$ cat config.mk
export PLATFORM = sky130hd
export DESIGN_NAME = serial_subtractor
export DESIGN_NICKNAME = d
export VERILOG_FILES = /design/src/rtl/serial_subtractor.sv
export SDC_FILE = /design/constraint.sdc
export NUM_CORES = 1
export LEC_CHECK = 0
export ABC_AREA = 1
export CAP_MARGIN = 15
export CORE_MARGIN = 10
export CORE_UTILIZATION = 38
export DETAILED_ROUTE_END_ITERATION = 7
export DONT_BUFFER_PORTS = 1
export PLACE_DENSITY = 0.54
export SLEW_MARGIN = 20
export SYNTH_ARGS = -nofsm -noshare
export SYNTH_HDL_FRONTEND = slang
export SYNTH_SLANG_ARGS = --single-unit
export TNS_END_PERCENT = 100
$ cat constraint.sdc
create_clock -name clk -period 1.3 [get_ports clk]
set_input_delay 0.195 -clock clk [delete_from_list [all_inputs] [get_ports clk]]
set_output_delay 0.195 -clock clk [all_outputs]
set_load 0.01 [all_outputs]
$ cat src/rtl/serial_subtractor.sv
// Bit-serial subtractor: computes a - b - bin one bit per clock, LSB first,
// through a single full-subtractor cell. Pulses done when the result is ready.
module serial_subtractor #(
  parameter int WIDTH = 4
) (
  input  logic             clk,
  input  logic             rst_n,
  input  logic             start,
  input  logic [WIDTH-1:0] a,
  input  logic [WIDTH-1:0] b,
  input  logic             bin,
  output logic             busy,
  output logic             done,
  output logic [WIDTH-1:0] diff,
  output logic             bout
);

  typedef enum logic [1:0] {IDLE, SHIFT, DONE} state_t;

  localparam int CW = (WIDTH > 1) ? $clog2(WIDTH) : 1;
  localparam logic [CW-1:0] LAST = CW'(WIDTH - 1);

  state_t            state_reg;
  logic [WIDTH-1:0]  a_sh_reg;
  logic [WIDTH-1:0]  b_sh_reg;
  logic [WIDTH-1:0]  res_sh_reg;
  logic              borrow_reg;
  logic [CW-1:0]     cnt_reg;
  logic              busy_reg;
  logic              done_reg;
  logic [WIDTH-1:0]  diff_reg;
  logic              bout_reg;

  logic              x_bit;
  logic              y_bit;
  logic              d_bit;
  logic              borrow_next;
  logic [WIDTH-1:0]  res_next;

  // The single full-subtractor cell operating on the current LSBs.
  always_comb begin
    x_bit       = a_sh_reg[0];
    y_bit       = b_sh_reg[0];
    d_bit       = x_bit ^ y_bit ^ borrow_reg;
    borrow_next = (~x_bit & y_bit) | (~(x_bit ^ y_bit) & borrow_reg);
    res_next    = {d_bit, res_sh_reg[WIDTH-1:1]};
  end

  always_ff @(posedge clk or negedge rst_n) begin
    if (!rst_n) begin
      state_reg  <= IDLE;
      a_sh_reg   <= '0;
      b_sh_reg   <= '0;
      res_sh_reg <= '0;
      borrow_reg <= 1'b0;
      cnt_reg    <= '0;
      busy_reg   <= 1'b0;
      done_reg   <= 1'b0;
      diff_reg   <= '0;
      bout_reg   <= 1'b0;
    end else begin
      case (state_reg)
        IDLE, DONE: begin
          done_reg <= 1'b0;
          if (start) begin
            a_sh_reg   <= a;
            b_sh_reg   <= b;
            borrow_reg <= bin;
            res_sh_reg <= '0;
            cnt_reg    <= '0;
            busy_reg   <= 1'b1;
            state_reg  <= SHIFT;
          end else begin
            state_reg  <= IDLE;
          end
        end
        SHIFT: begin
          a_sh_reg   <= a_sh_reg >> 1;
          b_sh_reg   <= b_sh_reg >> 1;
          res_sh_reg <= res_next;
          borrow_reg <= borrow_next;
          cnt_reg    <= cnt_reg + 1'b1;
          // diff/bout are only published here, so partial results never leak.
          if (cnt_reg == LAST) begin
            diff_reg  <= res_next;
            bout_reg  <= borrow_next;
            busy_reg  <= 1'b0;
            done_reg  <= 1'b1;
            state_reg <= DONE;
          end
        end
        default: begin
          busy_reg  <= 1'b0;
          done_reg  <= 1'b0;
          state_reg <= IDLE;
        end
      endcase
    end
  end

  assign busy = busy_reg;
  assign done = done_reg;
  assign diff = diff_reg;
  assign bout = bout_reg;

endmodule
==> summary.txt, run 1 <==
Finish
  – Final Net Count: 145
  – Layout area overhead: 13.4%
  – Commonest non-fill, non-tap cell in the layout: nand2_1
  – Post-layout util: 44.4%
  – Fin cells: 161
  – Diodes inserted: 0
  – Fraction of layout cells with a size suffix above 1: 22.3%
  – Commonest non-fill, non-tap cells in the layout: nand2_1, dfrtp_1, inv_1, nand3_1
  – Fillers: 273
  – Sequential cell area: 552 um^2
  – Area of the multi-input gates: 413 um^2

Clock network
  – Reg clk slew, reported paths: 0.12 ns
  – Clk_lat worst skew: 0.30 ns
  – Post-CTS setup buffers: 0
  – CTS tree: yes
  – Clock sink total: 22
  – Num CTS Buffers: 3
  – H-tree levels: 1
  – Max clock buf depth: 2
  – Root Driver: clkbuf_4

Placed design
  – GPL Wtd Cong: 0.696
  – Post-Place Cells: 153
  – PortBufs: 0
  – Final HPWL from detailed placement: 1.52 mm

Global route
  – First-pass GRT wire length: 3.64 mm
  – Initial antenna violation count: 0
  – Grt ovf: 0
  – Vias in the first global route: 778
  – Largest net degree at the start of global routing: 23
  – Global-route usage over all layers: 8.62%

Die
  – Num rows: 19
  – Die width: 73.1 um
  – Core area: 2730 um^2
  – Die area: 5340 um^2
  – Die height: 73.1 um
  – Initial Utilization: 39.1%
  – Top Ports: 19

Timing
  – RSZ-0062 raised after global routing: false
  – Worst-Margin Slew: 0.488 ns
  – Fin crit share: 89.0%
  – Worst clock skew: 0.000843 ns
  – Hold Vio Cnt, Final: 0
  – Fin crit period: 1.16 ns
  – Setup_tns: 0 ns
  – Slew Limit Fails: 0
  – Slew HR: 67.5%
  – Final setup vio count: 0
  – Max Clk Rate: 864 MHz

Synthesis
  – Synth cell types: 18
  – FF+latch count, synth: 22
  – Avg Inst Size Synth: 8.91 um^2
  – Syn Nets: 134
  – Seq/Total Area, Yosys: 51.5%
  – Post-synthesis cell count: 120
  – Synth warnings: 0
  – Netlist Area Pre-Place: 1070 um^2

Flow run
  – Max cap viols: 0

Setup path
  – CP Data Arrival Time: 1.37 ns
  – Crit end category: flop
  – Crit Path Max Fanout: 13
  – WP data required: 1.51 ns
  – Crit Path Class: flop to flop
  – Worst setup SP type: flop

Detailed routing
  – Routed Wire Length: 2.01 mm
  – Pre-antenna DRT Iters: 4
  – Avg WL per Cell: 12.5 um
  – Remaining DRCs: 0
  – Antenna-violating nets left: 0
  – Initial DRC count: 28
  – Vias per cell: 4.68
  – Via count: 754

Hold path
  – Worst Hold Class: input port to flop

Status
  – Status: finished clean

Power
  – Pwr per Cell Area: 2660 nW/um^2
  – Worst vdd ir: 1.22 mV
  – Total leakage power: 0.654 nW
==> cells in the mapped netlist <==
| cell | count | area (um^2) |
|---|---|---|
| inv_1 | 20 | 75.1 |
| dfrtp_1 | 22 | 551 |
| o21ai_1 | 6 | 30.0 |
| nand2_1 | 39 | 146 |
| nor2_1 | 1 | 3.75 |
| o21ai_0 | 2 | 10.0 |
| nor2_4 | 1 | 11.3 |
| inv_2 | 3 | 11.3 |
| nand3_2 | 6 | 60.1 |
| nand3_1 | 7 | 35.0 |
| fa_1 | 1 | 20.0 |
| ha_1 | 1 | 12.5 |
| a21oi_2 | 1 | 8.76 |
| buf_6 | 2 | 22.5 |
| nand2_4 | 3 | 33.8 |
| o21ai_2 | 3 | 26.3 |
| nand2_2 | 1 | 6.26 |
| inv_4 | 1 | 6.26 |
==> per-stage QoR <==
step / power [mW] / instance area [um^2] / setup slack [ns] / hold slack (ns)
after CTS: 3.26 / 1200 / 0.0356 / 0.0542
final: 3.23 / 1210 / 0.143 / 0.101
after detailed placement: 2.71 / 1120 / 0.0558 / -0.0996
after global routing: 3.59 / 1210 / 0.0328 / 0.0995
after global placement: 2.68 / 1120 / 0.0622 / -0.0997
after floorplan: 2.42 / 1070 / 0.192 / -0.101
==> cell families (layout without fill, tap and decap cells) <==
family          Yosys count  count (layout)  synth area share [%]
simple gates             58              58                  27.7
compound gates           12              12                  7.02
buf+inv                  26              36                  10.8
flops                    22              22                  51.5
fa+ha+maj                 2               2                  3.04
==> layout make-up <==
cell class / instances / area share, %
repair buffers: 8 / 5.36
flip-flops and latches: 22 / 45.5
inverters: 24 / 7.63
clock inverters: 1 / 2.47
multi-input cells: 72 / 34.0
clock buffers: 3 / 1.86
well taps: 31 / 3.20
==> critical path, stage by stage, from the launching register on <==
cell and delay (ns):
dfrtp_2 0.47, inv_4 0.09, nand2_2 0.11, nand2_8 0.17, inv_2 0.10, nand2_1 0.07, nand2_1 0.05
==> what timing repair did <==
item | CTS | global route
hold buffers | 3 | 1
setup endpoints to repair | 0 | 8
resized for setup | 0 | 2
endpoints found under the hold margin | 24 | 22
==> routing by layer <==
| layer | up-vias | part of all wire, % | GRT usage (%) |
|---|---|---|---|
| li1 | 387 | - | - |
| met1 | 356 | 47 | 10.7 |
| met2 | 9 | 45 | 12.7 |
| met3 | 2 | 7.4 | 3.95 |
| met4 | 0 | 0.94 | 3.16 |
| met5 | - | 0 | 0 |
==> worst paths after layout <==
kind | startpoint | end | slack (ns) | cells past startpoint
max | state_reg[0]$_DFFE_PN0P_ | b_sh_reg[0]$_DFFE_PN0P_ | 0.14 | 6
min | start | busy$_DFFE_PN0P_ | 0.10 | 2
max reg2reg | state_reg[0]$_DFFE_PN0P_ | b_sh_reg[0]$_DFFE_PN0P_ | 0.14 | 6
min reg2reg | cnt_reg[1]$_DFFE_PN0P_ | cnt_reg[1]$_DFFE_PN0P_ | 0.50 | 2
max in group asynchronous | rst_n | state_reg[0]$_DFFE_PN0P_ | 0.58 | 2
min in group asynchronous | rst_n | res_sh_reg[1]$_DFFE_PN0P_ | 0.37 | 2
==> where the power goes <==
group	internal (mW)	total (mW)	switching, mW
Combinational	0.558	1.44	0.887
Clock	0.311	0.519	0.207
Sequential	1.01	1.26	0.250
Note: power is estimated with default switching activity, not from simulation.
==> inputs of run 2 (changes only) <==
Settings changed: CORE_UTILIZATION 38 to 36, PLACE_DENSITY 0.54 to 0.52.
==> summary.txt, run 2 (synthesis results as in run 1) <==
Global route
  – Grt ovf: 0 (unchanged)
  – Global-route usage over all layers: 8.60% (-0.027 points)
  – Vias in the first global route: 768 (-1.3%)
  – Largest net degree at the start of global routing: 23 (unchanged)
  – First-pass GRT wire length: 3.66 mm (+0.58%)
  – Initial antenna violation count: 0 (unchanged)

Setup path
  – Crit path buf inv count: 0 (-2)
  – Crit end category: flop
  – Worst r2r src: a_sh_reg[0]$_DFFE_PN0P_
  – Crit Path Class: flop to flop
  – R2R depth: 3 (-3)
  – WP data required: 1.54 ns (+0.03 ns)
  – CP Cell Sequence: fa_1 -> nand2_1 -> o21ai_1
  – CP Data Arrival Time: 1.41 ns (+0.04 ns)
  – CP Depth: 3 (-3)
  – Crit-path leading delay family: adder cells
  – Crit Path Max Fanout: 2 (-11)
  – Worst path max stage delay: 0.56 ns (+0.09 ns)
  – Slowest-stage cell, CP: fa_1
  – Worst setup SP type: flop
  – CP Launch Point: a_sh_reg[0]$_DFFE_PN0P_

Timing
  – RSZ-0062 raised after global routing: false
  – Slew HR: 66.9% (-0.57 points)
  – Final setup vio count: 0 (unchanged)
  – Worst setup margin: 0.129 ns (-0.0134 ns)
  – Setup_tns: 0 ns (unchanged)
  – Fin crit share: 90.0% (+1.0 points)
  – Slew Limit Fails: 0 (unchanged)
  – Worst-Margin Slew: 0.496 ns (+0.00850 ns)
  – Max Clk Rate: 854 MHz (-1.1%)
  – Fin crit period: 1.17 ns (+0.0134 ns)
  – Hold Vio Cnt, Final: 0 (unchanged)
  – Worst clock skew: 0.00180 ns (+0.000955 ns)

Finish
  – Fin cells: 160 (-0.62%)
  – Commonest non-fill, non-tap cells in the layout: nand2_1, dfrtp_1, inv_1, nand3_1
  – Final Net Count: 144 (-0.69%)
  – Fillers: 304 (+11%)
  – Layout area overhead: 11.0%
  – Commonest non-fill, non-tap cell in the layout: nand2_1
  – Fraction of layout cells with a size suffix above 1: 22.5% (+0.17 points)
  – Diodes inserted: 0 (unchanged)

Clock network
  – Clock sink total: 22 (unchanged)
  – Root Driver: clkbuf_4
  – Max clock buf depth: 2 (unchanged)
  – Post-CTS setup buffers: 0 (unchanged)
  – Num CTS Buffers: 3 (unchanged)
  – H-tree levels: 1 (unchanged)
  – Clk_lat worst skew: 0.30 ns (about the same)
  – CTS tree: yes
  – Reg clk slew, reported paths: 0.12 ns (about the same)

Power
  – Total leakage power: 0.643 nW (-1.7%)
  – Worst vdd ir: 1.07 mV (-12%)
  – Pwr per Cell Area: 2620 nW/um^2 (-1.4%)
  – Total power draw: 3.11 mW (-3.5%)

Hold path
  – Hold Startpoint: a[3]
  – Worst Hold Class: input port to flop
  – Worst Hold Depth: 2 (unchanged)

Detailed routing
  – Vias per cell: 4.58 (-2.2%)
  – Via count: 733 (-2.8%)
  – Pre-antenna DRT Iters: 4 (unchanged)
  – Remaining DRCs: 0 (unchanged)
  – Avg WL per Cell: 13.3 um (+6.7%)
  – Initial DRC count: 39 (+39%)
  – Antenna-violating nets left: 0 (unchanged)
  – Routed Wire Length: 2.13 mm (+6.0%)

Die
  – Initial Utilization: 38.1% (-0.99 points)
  – Die width: 74.5 um (+2.0%)
  – Die height: 74.5 um (+2.0%)
  – Core area: 2810 um^2 (+2.6%)
  – Num rows: 19 (unchanged)
  – Top Ports: 19 (unchanged)
  – Die area: 5550 um^2 (+4.0%)

Placed design
  – Pre-CTS setup slack: 0.0646 ns (+0.00882 ns)
  – PortBufs: 0 (unchanged)
  – Post-Place Cells: 153 (unchanged)
  – GPL Wtd Cong: 0.741 (+6.5%)
  – Final HPWL from detailed placement: 1.63 mm (+7.4%)

Status
  – Status: finished clean

Flow run
  – Max cap viols: 0 (unchanged)
==> run 2: metal layers <==
layer / track usage [%] / up-vias / share of wire (%)
li1: - / 382 / -
met1: 10.7 / 335 / 49
met2: 12.7 / 14 / 43
met3: 3.19 / 2 / 6.6
met4: 4.41 / 0 / 0.98
met5: 0 / - / 0
==> run 2: path summary, 6_finish.rpt <==
kind | slack (ns) | to
max | 0.13 | res_sh_reg[3]$_DFFE_PN0P_
max reg2reg | 0.13 | res_sh_reg[3]$_DFFE_PN0P_
min in group asynchronous | 0.37 | res_sh_reg[1]$_DFFE_PN0P_
min reg2reg | 0.49 | a_sh_reg[1]$_DFFE_PN0P_
max in group asynchronous | 0.57 | state_reg[0]$_DFFE_PN0P_
min | 0.01 | a_sh_reg[3]$_DFFE_PN0P_
==> run 2: report_power, final <==
group | internal, mW | leakage [nW] | total (mW) | switching, mW
combinational | 0.558 | 0.350 | 1.47 | 0.912
sequential | 1.01 | 0.272 | 1.27 | 0.254
clock | 0.171 | 0.0210 | 0.377 | 0.206
total | 1.74 | 0.643 | 3.11 | 1.37
==> run 2: repair_timing <==
| action | CTS | global route |
|---|---|---|
| resized for setup | 0 | 2 |
| endpoints found under the hold margin | 22 | 23 |
| setup endpoints to repair | 0 | 8 |
| hold buffers | 1 | 2 |
==> run 2: metrics by stage <==
step | hold slack (ns) | cell area, um^2 | utilization [%]
after floorplan | -0.101 | 1070 | -
after global placement | -0.0996 | 1120 | 39.8
after detailed placement | -0.0996 | 1120 | 39.8
after CTS | 0.000817 | 1160 | 41.4
after global routing | 0.0154 | 1190 | 42.3
final | 0.00956 | 1190 | 42.3
==> run 2: area by class of cell <==
cell class                 count  area (um^2)  share of cell area, %
sequential                    22          552                   46.5
multi-input combinational     72          413                   34.8
inverter                      24         92.6                   7.80
timing repair buffer           7         55.1                   4.64
tap                           31         38.8                   3.27
clock buffer                   4         36.3                   3.06
==> inputs of run 3 (changes only) <==
Settings changed: SETUP_SLACK_MARGIN set to 0.15.
==> summary.txt, run 3 (synthesis results as in run 1) <==
Finish
  – Layout area overhead: 19.8%
  – Commonest non-fill, non-tap cells in the layout: nand2_1, dfrtp_1, inv_1, buf_4, nand3_1
  – Post-layout util: 45.7% (+3.3 points)
  – Fillers: 298 (-2.0%)
  – Final Net Count: 153 (+6.3%)
  – Commonest non-fill, non-tap cell in the layout: nand2_1
  – Fraction of layout cells with a size suffix above 1: 29.7% (+7.2 points)
  – Diodes inserted: 0 (unchanged)

Power
  – Total power draw: 3.41 mW (+9.5%)
  – Worst vdd ir: 1.07 mV (+0.35%)
  – Total leakage power: 0.694 nW (+7.9%)
  – Pwr per Cell Area: 2660 nW/um^2 (+1.5%)

Global route
  – First-pass GRT wire length: 3.73 mm (+1.9%)
  – Initial antenna violation count: 0 (unchanged)
  – Vias in the first global route: 767 (-0.13%)
  – Largest net degree at the start of global routing: 23 (unchanged)
  – Global-route usage over all layers: 8.76% (+0.16 points)
  – Grt ovf: 0 (unchanged)

Detailed routing
  – Via count: 786 (+7.2%)
  – Vias per cell: 4.65 (+1.5%)
  – Routed Wire Length: 2.21 mm (+3.4%)
  – Initial DRC count: 45 (+15%)
  – Antenna-violating nets left: 0 (unchanged)
  – Avg WL per Cell: 13.1 um (-2.1%)
  – Pre-antenna DRT Iters: 4 (unchanged)
  – Remaining DRCs: 0 (unchanged)

Timing
  – Fin crit period: 1.19 ns (+0.0228 ns)
  – Slew Limit Fails: 0 (unchanged)
  – Hold Vio Cnt, Final: 0 (unchanged)
  – Worst setup margin: 0.107 ns (-0.0228 ns)
  – RSZ-0062 raised after global routing: true
  – Slew HR: 85.8% (+19 points)
  – Final setup vio count: 0 (unchanged)
  – Fin crit share: 91.8% (+1.8 points)
  – Worst clock skew: 0.00215 ns (+0.000356 ns)
  – Setup_tns: 0 ns (unchanged)
  – Max Clk Rate: 838 MHz (-1.9%)
  – Worst-Margin Slew: 0.213 ns (-0.283 ns)

Hold path
  – Hold Startpoint: a[3]
  – Worst Hold Class: input port to flop

Die
  – Core area: 2810 um^2 (unchanged)
  – Die area: 5550 um^2 (unchanged)
  – Top Ports: 19 (unchanged)
  – Initial Utilization: 38.1% (unchanged)
  – Die width: 74.5 um (unchanged)
  – Die height: 74.5 um (unchanged)
  – Num rows: 19 (unchanged)

Setup path
  – Worst r2r src: b_sh_reg[0]$_DFFE_PN0P_
  – Worst setup SP type: flop
  – WP data required: 1.54 ns (about the same)
  – Crit Path Max Fanout: 2 (unchanged)
  – Crit Path Class: flop to flop
  – CP Data Arrival Time: 1.43 ns (+0.02 ns)
  – R2R Setup Slk: 0.11 ns (-0.02 ns)
  – Crit end category: flop
  – CP Launch Point: b_sh_reg[0]$_DFFE_PN0P_

Flow run
  – Max cap viols: 0 (unchanged)

Clock network
  – H-tree levels: 1 (unchanged)
  – Num CTS Buffers: 3 (unchanged)
  – Clk_lat worst skew: 0.30 ns (about the same)
  – Reg clk slew, reported paths: 0.12 ns (about the same)
  – CTS tree: yes
  – Clock sink total: 22 (unchanged)
  – Root Driver: clkbuf_4
  – Max clock buf depth: 2 (unchanged)

Placed design
  – GPL Wtd Cong: 0.741 (unchanged)
  – Pre-CTS setup slack: 0.0646 ns (unchanged)
  – PortBufs: 0 (unchanged)
  – Final HPWL from detailed placement: 1.63 mm (unchanged)

Status
  – Status: finished clean
==> run 3: cell types whose count changed in the layout (fill, tap and decap cells not counted), sizes merged <==
cell | before | now
buf | 5 | 14
==> run 3: routing by layer <==
layer / wire length (um) / part of all wire [%] / track usage (%)
met1: 1040 / 47 / 11.3
met2: 991 / 45 / 12.7
met3: 152 / 6.9 / 3.06
met4: 21 / 0.95 / 4.41
met5: 0 / 0 / 0
==> run 3: worst max-delay path, stage by stage (launching register included) <==
cell	delay [ns]
dfrtp_1	0.39
inv_2	0.05
fa_2	0.56
nand2_1	0.05
o21ai_1	0.08
==> run 3: worst paths after layout <==
kind,end,depth (start not counted)
max in group asynchronous,state_reg[0]$_DFFE_PN0P_,2
min in group asynchronous,res_sh_reg[1]$_DFFE_PN0P_,2
worst max register to register,res_sh_reg[3]$_DFFE_PN0P_,4
worst min-delay path,a_sh_reg[3]$_DFFE_PN0P_,2
worst max-delay path,res_sh_reg[3]$_DFFE_PN0P_,4
worst min register to register,b_sh_reg[1]$_DFFE_PN0P_,2
==> run 3: metrics by stage <==
stage                     hold WS (ns)  cell area [um^2]  cells
after floorplan                 -0.101              1070    120
after global placement         -0.0996              1120    153
after detailed placement       -0.0996              1120    153
after CTS                       -0.445              1180    160
after global routing            0.0154              1280    169
final                          0.00945              1280    169
==> run 3: repair_timing <==
action | 4_1_cts | 5_1_grt
endpoints found under the setup margin | 10 | 16
gates cloned | 0 | 0
buffers inserted | 3 | 6
hold endpoints to repair | 22 | 23
pin swaps | 3 | 2
gates resized for setup | 3 | 4
==> run 3: area by class of cell <==
type	count	area [um^2]	area share (%)
Multi-Input combinational cell	72	420	32.8
Tap cell	31	38.8	3.03
Inverter	24	92.6	7.23
Timing Repair Buffer	16	141	11.0
Sequential cell	22	552	43.1
Clock buffer	4	36.3	2.83
==> run 3: report_power, final <==
group	switching (mW)	total [mW]	internal [mW]	leakage, nW
combinational	0.973	1.76	0.784	0.401
sequential	0.261	1.27	1.01	0.272
clock	0.207	0.378	0.171	0.0210
